### config.mk
export PLATFORM = sky130hd
export DESIGN_NAME = mano_control_unit_flat
export DESIGN_NICKNAME = d
export VERILOG_FILES = /design/src/rtl/mano_control_unit_if.sv /design/src/rtl/mano_control_unit.sv /design/src/flat_wrapper.sv
export SDC_FILE = /design/constraint.sdc
export NUM_CORES = 1
export LEC_CHECK = 0
export CORE_ASPECT_RATIO = 0.5
export CORE_MARGIN = 5
export CORE_UTILIZATION = 41
export DETAILED_ROUTE_END_ITERATION = 10
export GPL_ROUTABILITY_DRIVEN = 0
export PLACE_DENSITY = 0.93
export SLEW_MARGIN = 5
export SYNTH_ARGS = -nofsm -noshare
export SYNTH_HDL_FRONTEND = slang
export SYNTH_SLANG_ARGS = --single-unit
### constraint.sdc
create_clock -name clk -period 2.2 [get_ports clk]
set_clock_uncertainty 0.05 [all_clocks]
set_input_delay 0.22 -clock clk [delete_from_list [all_inputs] [get_ports clk]]
set_output_delay 0.22 -clock clk [all_outputs]
set_load 0.05 [all_outputs]
### src/rtl/mano_control_unit_if.sv
// Mano control unit bus: instruction/status inputs plus per-cycle datapath
// controls. master = control unit, slave = datapath side.
interface mano_control_unit_if #(
  parameter int ADDR_W = 12,
  parameter int OP_W   = 3,
  parameter int DATA_W = ADDR_W + 1 + OP_W
);
  logic              start;
  logic [DATA_W-1:0] ir;
  logic              ac_msb, ac_zero, e, dr_zero, fgi, fgo;

  logic [2:0]        sc;
  logic              running, ien, int_cycle;
  logic [2:0]        bus_sel;
  logic              ar_ld, ar_inc, ar_clr;
  logic              pc_ld, pc_inc, pc_clr;
  logic              dr_ld, dr_inc;
  logic              ir_ld, tr_ld, outr_ld;
  logic              mem_rd, mem_wr;
  logic              fgi_clr, fgo_clr;
  logic [3:0]        alu_op;

  modport master (
    input  start, ir, ac_msb, ac_zero, e, dr_zero, fgi, fgo,
    output sc, running, ien, int_cycle, bus_sel,
           ar_ld, ar_inc, ar_clr, pc_ld, pc_inc, pc_clr, dr_ld, dr_inc,
           ir_ld, tr_ld, outr_ld, mem_rd, mem_wr, fgi_clr, fgo_clr, alu_op
  );

  modport slave (
    output start, ir, ac_msb, ac_zero, e, dr_zero, fgi, fgo,
    input  sc, running, ien, int_cycle, bus_sel,
           ar_ld, ar_inc, ar_clr, pc_ld, pc_inc, pc_clr, dr_ld, dr_inc,
           ir_ld, tr_ld, outr_ld, mem_rd, mem_wr, fgi_clr, fgo_clr, alu_op
  );
endinterface

### src/rtl/mano_control_unit.sv
// Mano basic computer control unit: sequence counter, I/R/IEN/S flags and
// per-timing-step decode of bus select, register strobes and ALU op.
module mano_control_unit #(
  parameter int ADDR_W = 12,
  parameter int OP_W   = 3,
  parameter int DATA_W = ADDR_W + 1 + OP_W
) (
  input  logic                  clk,
  input  logic                  rst,
  mano_control_unit_if.master   bus
);
  typedef enum logic [2:0] {T0, T1, T2, T3, T4, T5, T6} sc_t;

  localparam logic [2:0] B_NONE = 3'd0, B_AR = 3'd1, B_PC = 3'd2, B_DR = 3'd3,
                         B_AC = 3'd4, B_IR = 3'd5, B_TR = 3'd6, B_MEM = 3'd7;

  sc_t  r_sc, w_sc_nxt;
  logic r_i, r_r, r_ien, r_s;
  logic w_i_nxt, w_r_nxt, w_ien_nxt, w_s_nxt;
  logic w_clr;

  logic [2:0] w_bus;
  logic [3:0] w_alu;
  logic w_ar_ld, w_ar_inc, w_ar_clr, w_pc_ld, w_pc_inc, w_pc_clr;
  logic w_dr_ld, w_dr_inc, w_ir_ld, w_tr_ld, w_outr_ld;
  logic w_mem_rd, w_mem_wr, w_fgi_clr, w_fgo_clr;

  logic [OP_W-1:0] w_op;
  logic [11:0]     w_fn;
  logic            w_ones;

  assign w_op   = bus.ir[DATA_W-2:ADDR_W];
  assign w_fn   = bus.ir[11:0];
  assign w_ones = &w_op;

  // State register: timing step and control flags
  always_ff @(posedge clk or posedge rst) begin
    if (rst) begin
      r_sc  <= T0;
      r_i   <= 1'b0;
      r_r   <= 1'b0;
      r_ien <= 1'b0;
      r_s   <= 1'b0;
    end else begin
      r_sc  <= w_sc_nxt;
      r_i   <= w_i_nxt;
      r_r   <= w_r_nxt;
      r_ien <= w_ien_nxt;
      r_s   <= w_s_nxt;
    end
  end

  // Decode of current step into strobes, plus next-state of counter and flags
  always_comb begin
    w_bus = B_NONE;  w_alu = 4'd0;
    w_ar_ld = 1'b0;  w_ar_inc = 1'b0;  w_ar_clr = 1'b0;
    w_pc_ld = 1'b0;  w_pc_inc = 1'b0;  w_pc_clr = 1'b0;
    w_dr_ld = 1'b0;  w_dr_inc = 1'b0;  w_ir_ld = 1'b0;
    w_tr_ld = 1'b0;  w_outr_ld = 1'b0;
    w_mem_rd = 1'b0; w_mem_wr = 1'b0;
    w_fgi_clr = 1'b0; w_fgo_clr = 1'b0;
    w_clr = 1'b0;
    w_i_nxt = r_i;  w_r_nxt = r_r;  w_ien_nxt = r_ien;  w_s_nxt = r_s;
    w_sc_nxt = T0;

    if (r_s) begin
      case (r_sc)
        T0: begin
          w_bus = B_PC;
          if (r_r) begin w_ar_clr = 1'b1; w_tr_ld = 1'b1; end
          else     w_ar_ld = 1'b1;
        end
        T1: begin
          if (r_r) begin
            w_bus = B_TR; w_mem_wr = 1'b1; w_pc_clr = 1'b1;
          end else begin
            w_bus = B_MEM; w_mem_rd = 1'b1; w_ir_ld = 1'b1; w_pc_inc = 1'b1;
          end
        end
        T2: begin
          if (r_r) begin
            w_pc_inc = 1'b1; w_ien_nxt = 1'b0; w_r_nxt = 1'b0; w_clr = 1'b1;
          end else begin
            w_bus = B_IR; w_ar_ld = 1'b1; w_i_nxt = bus.ir[DATA_W-1];
          end
        end
        T3: begin
          if (!w_ones) begin
            // indirect operand fetch; direct addressing idles this step
            if (r_i) begin w_bus = B_MEM; w_mem_rd = 1'b1; w_ar_ld = 1'b1; end
          end else if (!r_i) begin
            // register reference: highest set bit selects the ALU op
            if      (w_fn[11]) w_alu = 4'd4;
            else if (w_fn[10]) w_alu = 4'd5;
            else if (w_fn[9])  w_alu = 4'd6;
            else if (w_fn[8])  w_alu = 4'd7;
            else if (w_fn[7])  w_alu = 4'd8;
            else if (w_fn[6])  w_alu = 4'd9;
            else if (w_fn[5])  w_alu = 4'd10;
            w_pc_inc = (w_fn[4] & !bus.ac_msb) | (w_fn[3] & bus.ac_msb) |
                       (w_fn[2] & bus.ac_zero) | (w_fn[1] & !bus.e);
            if (w_fn[0]) w_s_nxt = 1'b0;
            w_clr = 1'b1;
          end else begin
            // I/O instruction; IOF ordered after ION so it wins
            if (w_fn[11]) begin w_alu = 4'd11; w_fgi_clr = 1'b1; end
            if (w_fn[10]) begin w_bus = B_AC; w_outr_ld = 1'b1; w_fgo_clr = 1'b1; end
            w_pc_inc = (w_fn[9] & bus.fgi) | (w_fn[8] & bus.fgo);
            if (w_fn[7]) w_ien_nxt = 1'b1;
            if (w_fn[6]) w_ien_nxt = 1'b0;
            w_clr = 1'b1;
          end
        end
        T4: begin
          case (int'(w_op))
            0, 1, 2, 6: begin w_bus = B_MEM; w_mem_rd = 1'b1; w_dr_ld = 1'b1; end
            3: begin w_bus = B_AC; w_mem_wr = 1'b1; w_clr = 1'b1; end
            4: begin w_bus = B_AR; w_pc_ld = 1'b1; w_clr = 1'b1; end
            5: begin w_bus = B_PC; w_mem_wr = 1'b1; w_ar_inc = 1'b1; end
            default: w_clr = 1'b1;
          endcase
        end
        T5: begin
          case (int'(w_op))
            0: begin w_alu = 4'd1; w_clr = 1'b1; end
            1: begin w_alu = 4'd2; w_clr = 1'b1; end
            2: begin w_alu = 4'd3; w_clr = 1'b1; end
            5: begin w_bus = B_AR; w_pc_ld = 1'b1; w_clr = 1'b1; end
            6: w_dr_inc = 1'b1;
            default: w_clr = 1'b1;
          endcase
        end
        T6: begin
          if (int'(w_op) == 6) begin
            w_bus = B_DR; w_mem_wr = 1'b1; w_pc_inc = bus.dr_zero;
          end
          w_clr = 1'b1;
        end
        default: w_clr = 1'b1;
      endcase

      // interrupt is only taken once the instruction fetch has completed
      if (r_sc >= T3 && r_ien && (bus.fgi | bus.fgo)) w_r_nxt = 1'b1;

      if (!w_clr) w_sc_nxt = sc_t'(r_sc + 3'd1);
    end

    if (bus.start) w_s_nxt = 1'b1;
  end

  // Drive the interface
  assign bus.sc        = r_sc;
  assign bus.running   = r_s;
  assign bus.ien       = r_ien;
  assign bus.int_cycle = r_r;
  assign bus.bus_sel   = w_bus;
  assign bus.alu_op    = w_alu;
  assign bus.ar_ld     = w_ar_ld;
  assign bus.ar_inc    = w_ar_inc;
  assign bus.ar_clr    = w_ar_clr;
  assign bus.pc_ld     = w_pc_ld;
  assign bus.pc_inc    = w_pc_inc;
  assign bus.pc_clr    = w_pc_clr;
  assign bus.dr_ld     = w_dr_ld;
  assign bus.dr_inc    = w_dr_inc;
  assign bus.ir_ld     = w_ir_ld;
  assign bus.tr_ld     = w_tr_ld;
  assign bus.outr_ld   = w_outr_ld;
  assign bus.mem_rd    = w_mem_rd;
  assign bus.mem_wr    = w_mem_wr;
  assign bus.fgi_clr   = w_fgi_clr;
  assign bus.fgo_clr   = w_fgo_clr;
endmodule
### src/flat_wrapper.sv
// flat-port wrapper written by rule: the top's interface ports become plain ports
module mano_control_unit_flat 
#(
  parameter int ADDR_W = 12,
  parameter int OP_W   = 3,
  parameter int DATA_W = ADDR_W + 1 + OP_W
)
  (clk, rst, bus_start, bus_ir, bus_ac_msb, bus_ac_zero, bus_e, bus_dr_zero, bus_fgi, bus_fgo, bus_sc, bus_running, bus_ien, bus_int_cycle, bus_bus_sel, bus_ar_ld, bus_ar_inc, bus_ar_clr, bus_pc_ld, bus_pc_inc, bus_pc_clr, bus_dr_ld, bus_dr_inc, bus_ir_ld, bus_tr_ld, bus_outr_ld, bus_mem_rd, bus_mem_wr, bus_fgi_clr, bus_fgo_clr, bus_alu_op);
  mano_control_unit_if #(.ADDR_W(ADDR_W), .OP_W(OP_W), .DATA_W(DATA_W)) bus_i ();
  input  logic clk;
  input  logic rst;
  input wire logic [$bits(bus_i.start)-1:0] bus_start;
  input wire logic [$bits(bus_i.ir)-1:0] bus_ir;
  input wire logic [$bits(bus_i.ac_msb)-1:0] bus_ac_msb;
  input wire logic [$bits(bus_i.ac_zero)-1:0] bus_ac_zero;
  input wire logic [$bits(bus_i.e)-1:0] bus_e;
  input wire logic [$bits(bus_i.dr_zero)-1:0] bus_dr_zero;
  input wire logic [$bits(bus_i.fgi)-1:0] bus_fgi;
  input wire logic [$bits(bus_i.fgo)-1:0] bus_fgo;
  output wire logic [$bits(bus_i.sc)-1:0] bus_sc;
  output wire logic [$bits(bus_i.running)-1:0] bus_running;
  output wire logic [$bits(bus_i.ien)-1:0] bus_ien;
  output wire logic [$bits(bus_i.int_cycle)-1:0] bus_int_cycle;
  output wire logic [$bits(bus_i.bus_sel)-1:0] bus_bus_sel;
  output wire logic [$bits(bus_i.ar_ld)-1:0] bus_ar_ld;
  output wire logic [$bits(bus_i.ar_inc)-1:0] bus_ar_inc;
  output wire logic [$bits(bus_i.ar_clr)-1:0] bus_ar_clr;
  output wire logic [$bits(bus_i.pc_ld)-1:0] bus_pc_ld;
  output wire logic [$bits(bus_i.pc_inc)-1:0] bus_pc_inc;
  output wire logic [$bits(bus_i.pc_clr)-1:0] bus_pc_clr;
  output wire logic [$bits(bus_i.dr_ld)-1:0] bus_dr_ld;
  output wire logic [$bits(bus_i.dr_inc)-1:0] bus_dr_inc;
  output wire logic [$bits(bus_i.ir_ld)-1:0] bus_ir_ld;
  output wire logic [$bits(bus_i.tr_ld)-1:0] bus_tr_ld;
  output wire logic [$bits(bus_i.outr_ld)-1:0] bus_outr_ld;
  output wire logic [$bits(bus_i.mem_rd)-1:0] bus_mem_rd;
  output wire logic [$bits(bus_i.mem_wr)-1:0] bus_mem_wr;
  output wire logic [$bits(bus_i.fgi_clr)-1:0] bus_fgi_clr;
  output wire logic [$bits(bus_i.fgo_clr)-1:0] bus_fgo_clr;
  output wire logic [$bits(bus_i.alu_op)-1:0] bus_alu_op;
  assign bus_i.start = bus_start;
  assign bus_i.ir = bus_ir;
  assign bus_i.ac_msb = bus_ac_msb;
  assign bus_i.ac_zero = bus_ac_zero;
  assign bus_i.e = bus_e;
  assign bus_i.dr_zero = bus_dr_zero;
  assign bus_i.fgi = bus_fgi;
  assign bus_i.fgo = bus_fgo;
  assign bus_sc = bus_i.sc;
  assign bus_running = bus_i.running;
  assign bus_ien = bus_i.ien;
  assign bus_int_cycle = bus_i.int_cycle;
  assign bus_bus_sel = bus_i.bus_sel;
  assign bus_ar_ld = bus_i.ar_ld;
  assign bus_ar_inc = bus_i.ar_inc;
  assign bus_ar_clr = bus_i.ar_clr;
  assign bus_pc_ld = bus_i.pc_ld;
  assign bus_pc_inc = bus_i.pc_inc;
  assign bus_pc_clr = bus_i.pc_clr;
  assign bus_dr_ld = bus_i.dr_ld;
  assign bus_dr_inc = bus_i.dr_inc;
  assign bus_ir_ld = bus_i.ir_ld;
  assign bus_tr_ld = bus_i.tr_ld;
  assign bus_outr_ld = bus_i.outr_ld;
  assign bus_mem_rd = bus_i.mem_rd;
  assign bus_mem_wr = bus_i.mem_wr;
  assign bus_fgi_clr = bus_i.fgi_clr;
  assign bus_fgo_clr = bus_i.fgo_clr;
  assign bus_alu_op = bus_i.alu_op;
  mano_control_unit #(.ADDR_W(ADDR_W), .OP_W(OP_W), .DATA_W(DATA_W)) u_core (.clk(clk), .rst(rst), .bus(bus_i));
endmodule
==> impl_results.md, run 1 <==
- CP Launch Type: flop
- Gr usage total: 27.5%
- Critical Path Fanout Max: 9
- WL final: around 5700 microns
- Clk_lat worst skew: between 200 and 250 ps
- Async S/R FF share, synth: between 90% and 100%
- Core region area: 0.00255 sq mm
- Tmin final: about 2200 ps
- Buffers on Ports: 52
- Most common cell after layout, fill and taps aside: clkdlybuf4s50_1
- CTS tree: yes
- VDD IR max: 0.881 mV
- Yosys warning total: 0
- Sequential share of the synthesized area: between 15 and 20%
- Worst slew margin: 66.7%
- Top cell type's share of synthesized area: 16.2%
- H-tree Lvls: 1
- CP Launch Point: u_core.bus.sc[0]
- I/O pin cnt: 53
- Hold Vio Cnt, Final: 0
- Clk sinks: 7
- Post-synthesis cell area: between 0.001 and 0.0015 sq mm
- Setup TNS Final: 0 ps
- Vias per inst: between 6 and 7
- Synthesis-to-layout area growth: 107%
- First-pass GRT wire length: around 7900 microns
- Worst slew pin tran: 498 ps
- Number of DRC markers in iteration 0: approximately 140
- Initial antenna violation count: 0
- Pin count of the biggest net entering global routing: 22
- Die width: 82.7 microns
- Post-Layout Cell Count: 260
- Pins over their slew limit: 0
- Most frequent cells in the layout: clkdlybuf4s50_1, buf_12, buf_4
- Cell variety after synth: 48
- Crit. End Element: flop
- Vias in the first global route: approximately 1600
- Antenna violation net count after detailed routing: 0
- Worst hold margin: between 150 and 200 ps
- Synth Net Count: 190
- Worst Path Arrival: between 2000 and 2500 ps
- Drc violations: 0
- Cts bufs inserted: 3
- Outcome: complete, no violations
- Site Rows: 13
- Nets: between 200 and 300
- Max frequency: 0.455 GHz
- Root Buffer: clkbuf_8
- Dpl cells: between 200 and 300
- Pwr Density: between 1000 and 1500 mW/mm^2
- Layout cells sized above 1: a little over two fifths
- Die height: about 46 microns
- Syn_area_per_cell: about 6.8 sq um
- Top area cells in the synthesized netlist: dfrtp_1, nand2_1, a21oi_1
- Longest Clk Path Bufs: 2
- Hold crit path type: in2async
- Yosys reg bits: 7
- Final worst-path cycle share: roughly 100%
- Reg clk slew, reported paths: ~50 ps
- Leakage: a little under 0.0009 uW
- CP required: between 2000 and 2500 ps
- GR Overflow Total: 0
- Area leader, netlist: dfrtp_1
- DP Wirelength: 3490 microns
- Starting Density: a little over two fifths
- Die area: 0.00383 sq mm
- Average wire per standard cell: between 20 and 25 microns
- Synth Flop Type: dfrtp_1
- Final setup violation count: 0
- Critical path class: reg2reg
- First-pass detailed-route iteration total: 5
- Dpl cell area: around 0.0020 sq mm
- Fin area: about 0.0022 sq mm
- Ant. Diodes: 0
- Post-Synthesis Cells: 160
- Via count: between 1500 and 2000
- Worst R2R Start: u_core.bus.sc[0]
- Max-Cap Viols: 0
- EDFF count, synth: 0
## synth_stat cells, types with 2 or more instances
cell type / number
a211o_1: 2
o21ai_0: 8
nand2b_1: 3
nor2b_1: 4
and2b_1: 2
a21oi_1: 13
nor3_1: 8
o211ai_1: 3
and3_1: 2
mux2i_1: 2
nor4_1: 2
nor2_1: 14
buf_2: 4
nand4_1: 4
ha_1: 5
mux2_2: 2
inv_1: 10
dfrtp_1: 7
buf_6: 2
nand3_1: 6
nor2_2: 3
buf_4: 2
a31oi_1: 3
nand2_1: 19
clkbuf_1: 5
and2_1: 3
## area by class of cell
type	instances	area, sq um
multi-input cells	129	1030
repair buffers	73	901
fillers	117	312
flip-flops and latches	7	179
well taps	37	46.3
clock buffers	4	45.0
inverters	10	37.5
## routing by layer
metal  global-route usage [%]  vias up  share of wire, %
met4                     12.4        0               4.1
met3                     6.45       40                10
met5                        0        -                 0
met1                     31.5      769                38
li1                         -      697                 -
met2                     49.7      163                47
## where the power goes
group          internal, uW  switching (uW)  total [uW]  leakage (uW)
clock                   126            63.9         190     0.0000228
sequential              169            53.5         222     0.0000829
combinational           966            1300        2260      0.000782
total                  1260            1410        2670      0.000888
## registers in the layout (all words and copies together) (netlist names)
| register | flops |
|---|---|
| u_core.bus.sc | 3 |
| u_core.bus.ien | 1 |
| u_core.bus.int_cycle | 1 |
| u_core.bus.running | 1 |
| u_core.r_i | 1 |
## cells by family after synthesis
group / synth area share [%]
AO/OA/AOI/OAI: 24.4
buffers and inverters: 10.9
AND/OR/NAND/NOR: 38.8
flip-flops: 16.2
adder cells (fa/ha/maj): 5.78
multiplexers: 3.93
## stage by stage
step	utilization (%)	total power, uW	setup slack, ps
detailed placement	79.7	2180	-21.8
floorplan	-	1410	-160
finish	87.8	2670	3.79
global route	87.8	2760	-65.1
CTS	83.8	2450	11.9
global placement	79.7	2100	69.1
## worst max-delay path: stages, from the launching register on
cell     delay [ps]
dfrtp_2         440
inv_2           100
ha_2            280
nor2b_1         390
nor4_1          130
or4_4           550
nor2_2          160
## final timing paths
kind	end	slack (ps)	cells past startpoint
worst max-delay path	u_core.bus.sc[1]	4	6
worst min-delay path	u_core.bus.ien	190	2
worst max register to register	u_core.bus.sc[1]	4	6
worst min register to register	u_core.bus.ien	540	1
max in group asynchronous	u_core.bus.sc[1]	1660	2
min in group clk	u_core.bus.running	530	2
## timing repair
item | 4_1_cts | 5_1_grt
endpoints found under the setup margin | 11 | 14
buffers inserted | 5 | 0
hold buffers | 0 | 0
resized for setup | 8 | 25
pin swaps | 2 | 5
Note: power is estimated with default switching activity, not from simulation.
==> run 2, diff against run 1 <==
--- a/config.mk
+++ b/config.mk
@@ -5,12 +5,12 @@
 export SDC_FILE = /design/constraint.sdc
 export NUM_CORES = 1
 export LEC_CHECK = 0
-export CORE_ASPECT_RATIO = 0.5
 export CORE_MARGIN = 5
-export CORE_UTILIZATION = 41
+export CORE_UTILIZATION = 60
 export DETAILED_ROUTE_END_ITERATION = 10
+export DONT_BUFFER_PORTS = 1
 export GPL_ROUTABILITY_DRIVEN = 0
-export PLACE_DENSITY = 0.93
+export PLACE_DENSITY = 0.88
 export SLEW_MARGIN = 5
 export SYNTH_ARGS = -nofsm -noshare
 export SYNTH_HDL_FRONTEND = slang
==> run 2 against run 1 <==
The flow now stops in 5_1_grt. Synthesized area did not move. Synthesized cell count did not move.
==> impl_results.md, run 2 <==
- Buffers on Ports: 0 (was 52)
- Post-synthesis cell area: 0.00108 sq mm (unchanged)
- I/O pin cnt: 53 (unchanged)
- Sequential share of the synthesized area: 16.2% (unchanged)
- EDFF count, synth: 0 (unchanged)
- Outcome: stopped before the end (was complete, no violations)
- Top cell type's share of synthesized area: 16.2% (unchanged)
- H-tree Lvls: 1 (unchanged)
- Area leader, netlist: dfrtp_1 (unchanged)
- Cell variety after synth: 48 (unchanged)
- Starting Density: 62.7% (was 42.4%)
- Post-Synthesis Cells: 160 (unchanged)
- Synth Flop Type: dfrtp_1 (unchanged)
- Worst End Pin Type: top-level output
- Pin count of the biggest net entering global routing: 22
- Dpl cell area: 0.00155 sq mm (was 0.00203 sq mm)
- Die width: 52.5 microns (was 82.7 microns)
- Syn_area_per_cell: 6.76 sq um (unchanged)
- DP Wirelength: 3320 microns (was 3490 microns)
- Worst endpoint from the post-global-route timing repair: bus_pc_inc
- Commonest cells in the netlist: nand2_1, nor2_1, a21oi_1 (unchanged)
- Top area cells in the synthesized netlist: dfrtp_1, nand2_1, a21oi_1 (unchanged)
- Yosys warning total: 0 (unchanged)
- Yosys reg bits: 7 (unchanged)
- Cts bufs inserted: 3 (unchanged)
- Placement Setup Slack: 45.9 ps (was -21.8 ps)
- Async S/R FF share, synth: 100% (unchanged)
- Top-count cell post-synth: nand2_1 (unchanged)
- Die height: 52.5 microns (was 46.3 microns)
- Halt Stage: 5_1_grt
- Synth Net Count: 190 (unchanged)
- Site Rows: 15 (was 13)
- Longest Clk Path Bufs: 2 (unchanged)
- Clk sinks: 7 (unchanged)
- Error msg: [ERROR DPL-0038] Utilization greater than 100%, impossible to legalize
- Root Buffer: clkbuf_4 (was clkbuf_8)
==> run 2: cell counts after synthesis <==
No cell type changed its count.
==> run 2: metrics by stage <==
step	cells	hold WS (ps)	util, %
CTS	211	17.5	97.5
detailed placement	202	8.97	90.0
global placement	202	-12.6	90.0
floorplan	160	-26.8	-
==> run 2: cell families after synthesis <==
kind of cell	Yosys count	share of synthesized area, %
simple gates	79	38.8
compound gates	41	24.4
mux	4	3.93
flops	7	16.2
buf+inv	24	10.9
fa+ha+maj	5	5.78
==> run 2: repair_timing <==
item,CTS
resized for setup,17
pin swaps,5
hold buffers,1
setup buffers,4
endpoints found under the hold margin,7
endpoints found under the setup margin,10
==> run 3, diff against run 2 <==
--- a/config.mk
+++ b/config.mk
@@ -5,12 +5,12 @@
 export SDC_FILE = /design/constraint.sdc
 export NUM_CORES = 1
 export LEC_CHECK = 0
-export CORE_MARGIN = 5
-export CORE_UTILIZATION = 60
+export CORE_AREA = 5 5 66 68
 export DETAILED_ROUTE_END_ITERATION = 10
+export DIE_AREA = 0 0 71 73
 export DONT_BUFFER_PORTS = 1
 export GPL_ROUTABILITY_DRIVEN = 0
-export PLACE_DENSITY = 0.88
+export PLACE_DENSITY_LB_ADDON = 0.15
 export SLEW_MARGIN = 5
 export SYNTH_ARGS = -nofsm -noshare
 export SYNTH_HDL_FRONTEND = slang
==> run 3 against run 2 <==
The flow now finishes without violations.
==> impl_results.md, run 3 (synthesis gave the netlist of run 1 again) <==
- Worst hold margin: around 33 ps
- WL met2: around 1800 microns
- Critical Path Fanout Max: 4
- GR Overflow Total: 0
- CTS tree: yes
- Die area: 0.00518 sq mm
- Via count: approximately 1300
- First-pass detailed-route iteration total: 4
- Met1 WL: 1560 microns
- Worst slew pin tran: around 560 ps
- Vias in the first global route: ~1300
- Pin count of the biggest net entering global routing: 22
- DP Wirelength: 3020 microns (was 3320 microns)
- Post-Layout Cell Count: ~240
- Routed wl met3: approximately 280 microns
- Setup TNS Final: 0 ps
- Max-Cap Viols: 0
- Nets: ~220
- Dpl cell area: 0.00159 sq mm (was 0.00155 sq mm)
- Core region area: roughly 0.0038 sq mm
- Pwr Density: about 1200 mW/mm^2
- Fin area: approximately 0.0018 sq mm
- Final worst-path cycle share: between 90% and 100%
- Most common cell after layout, fill and taps aside: buf_4
- Synthesis-to-layout area growth: 62.8%
- Site Rows: 23 (was 15)
- Gr usage total: 14.6%
- Max reg flops: 3
- Antenna violation net count after detailed routing: 0
- VDD IR max: around 0.75 mV
- Critical path class: reg2out
- Die width: 71 microns (was 52.5 microns)
- Crit. End Element: primary output
- Tmin final: approximately 2100 ps
- Starting Density: 28.5% (was 62.7%)
- CP Launch Type: flop
- Pins over their slew limit: 0
- Top sig layer: met4
- Final setup violation count: 0
- Vias per inst: roughly 5.4
- Die height: 73 microns (was 52.5 microns)
- Worst Path Arrival: ~1900 ps
- Drc violations: 0
- Longest Clk Path Bufs: 2 (unchanged)
- Multi-input gate area: approximately 0.0010 sq mm
- CP required: between 1500 and 2000 ps
- Hold Vio Cnt, Final: 0
- H-tree Lvls: 1 (unchanged)
- Total power: 2200 uW
- Average wire per standard cell: between 15 and 20 microns
- Reg clk slew, reported paths: around 40 ps
- Number of DRC markers in iteration 0: 57
- Fillers: between 300 and 400
- Buffers on Ports: 0 (unchanged)
- Cts bufs inserted: 3 (unchanged)
- Dpl cells: 227 (was 202)
- Max frequency: 0.469 GHz
- Outcome: complete, no violations (was stopped before the end)
- Clk_lat worst skew: between 200 and 250 ps
- Layout cells sized above 1: a little under half
- Clk sinks: 7 (unchanged)
- I/O pin cnt: 53 (unchanged)
- Most frequent cells in the layout: buf_4, nand2_1, nor2_1, buf_12
- Leakage: between 0.0006 and 0.0007 uW
- Initial antenna violation count: 0
- FF/Latch Area: about 180 sq um
- WL final: 3730 microns
- Ant. Diodes: 0
- First-pass GRT wire length: between 6000 and 7000 microns
- Worst slew margin: 62.6%
- Root Buffer: clkbuf_8 (was clkbuf_4)
- Hold crit path type: in2reg
[run 3: routing by layer]
metal  GRT usage [%]  up-vias
met3            3.31        5
met1            18.5      603
met4            4.80        0
met2            24.6       43
li1                -      622
met5               0        -
[run 3: path summary, 6_finish.rpt]
path,start,end,slack [ps],cells past startpoint
max reg2reg,u_core.bus.sc[0],u_core.bus.sc[2],250,6
min,bus_start,u_core.bus.running,30,1
min in group asynchronous,rst,u_core.bus.int_cycle,310,2
min reg2reg,u_core.bus.running,u_core.bus.running,520,1
max,u_core.bus.sc[0],bus_mem_rd,70,7
max in group asynchronous,rst,u_core.bus.sc[2],1560,2
[run 3: where the power goes]
part	total [uW]	switching (uW)	internal, uW
logic	1810	1090	714
registers	213	44.1	169
clock network	180	54.8	125
[run 3: layout make-up]
class                   count  share of cell area [%]
flip-flops and latches      7                    10.2
inverters                  10                    2.13
multi-input cells         129                    57.4
repair buffers             35                    24.2
clock buffers               4                    2.56
well taps                  50                    3.55
[run 3: stage by stage]
step	utilization [%]	setup slack (ps)
floorplan	-	-160
global placement	41.7	166
detailed placement	41.7	117
CTS	44.0	0.683
global route	46.4	-34.0
finish	46.4	67.3
[run 3: worst max-delay path, stage by stage (launching register included)]
cell	delay (ps)
dfrtp_2	400
ha_4	170
ha_4	150
nand2_2	100
o21ai_2	200
nand2_4	110
a221oi_4	330
buf_12	170
[run 3: what timing repair did]
item	4_1_cts	5_1_grt
setup endpoints to repair	9	9
hold buffers	1	0
cloned	0	0
hold endpoints to repair	7	0
setup buffers	1	2
pin swaps	4	6
gates resized for setup	8	18
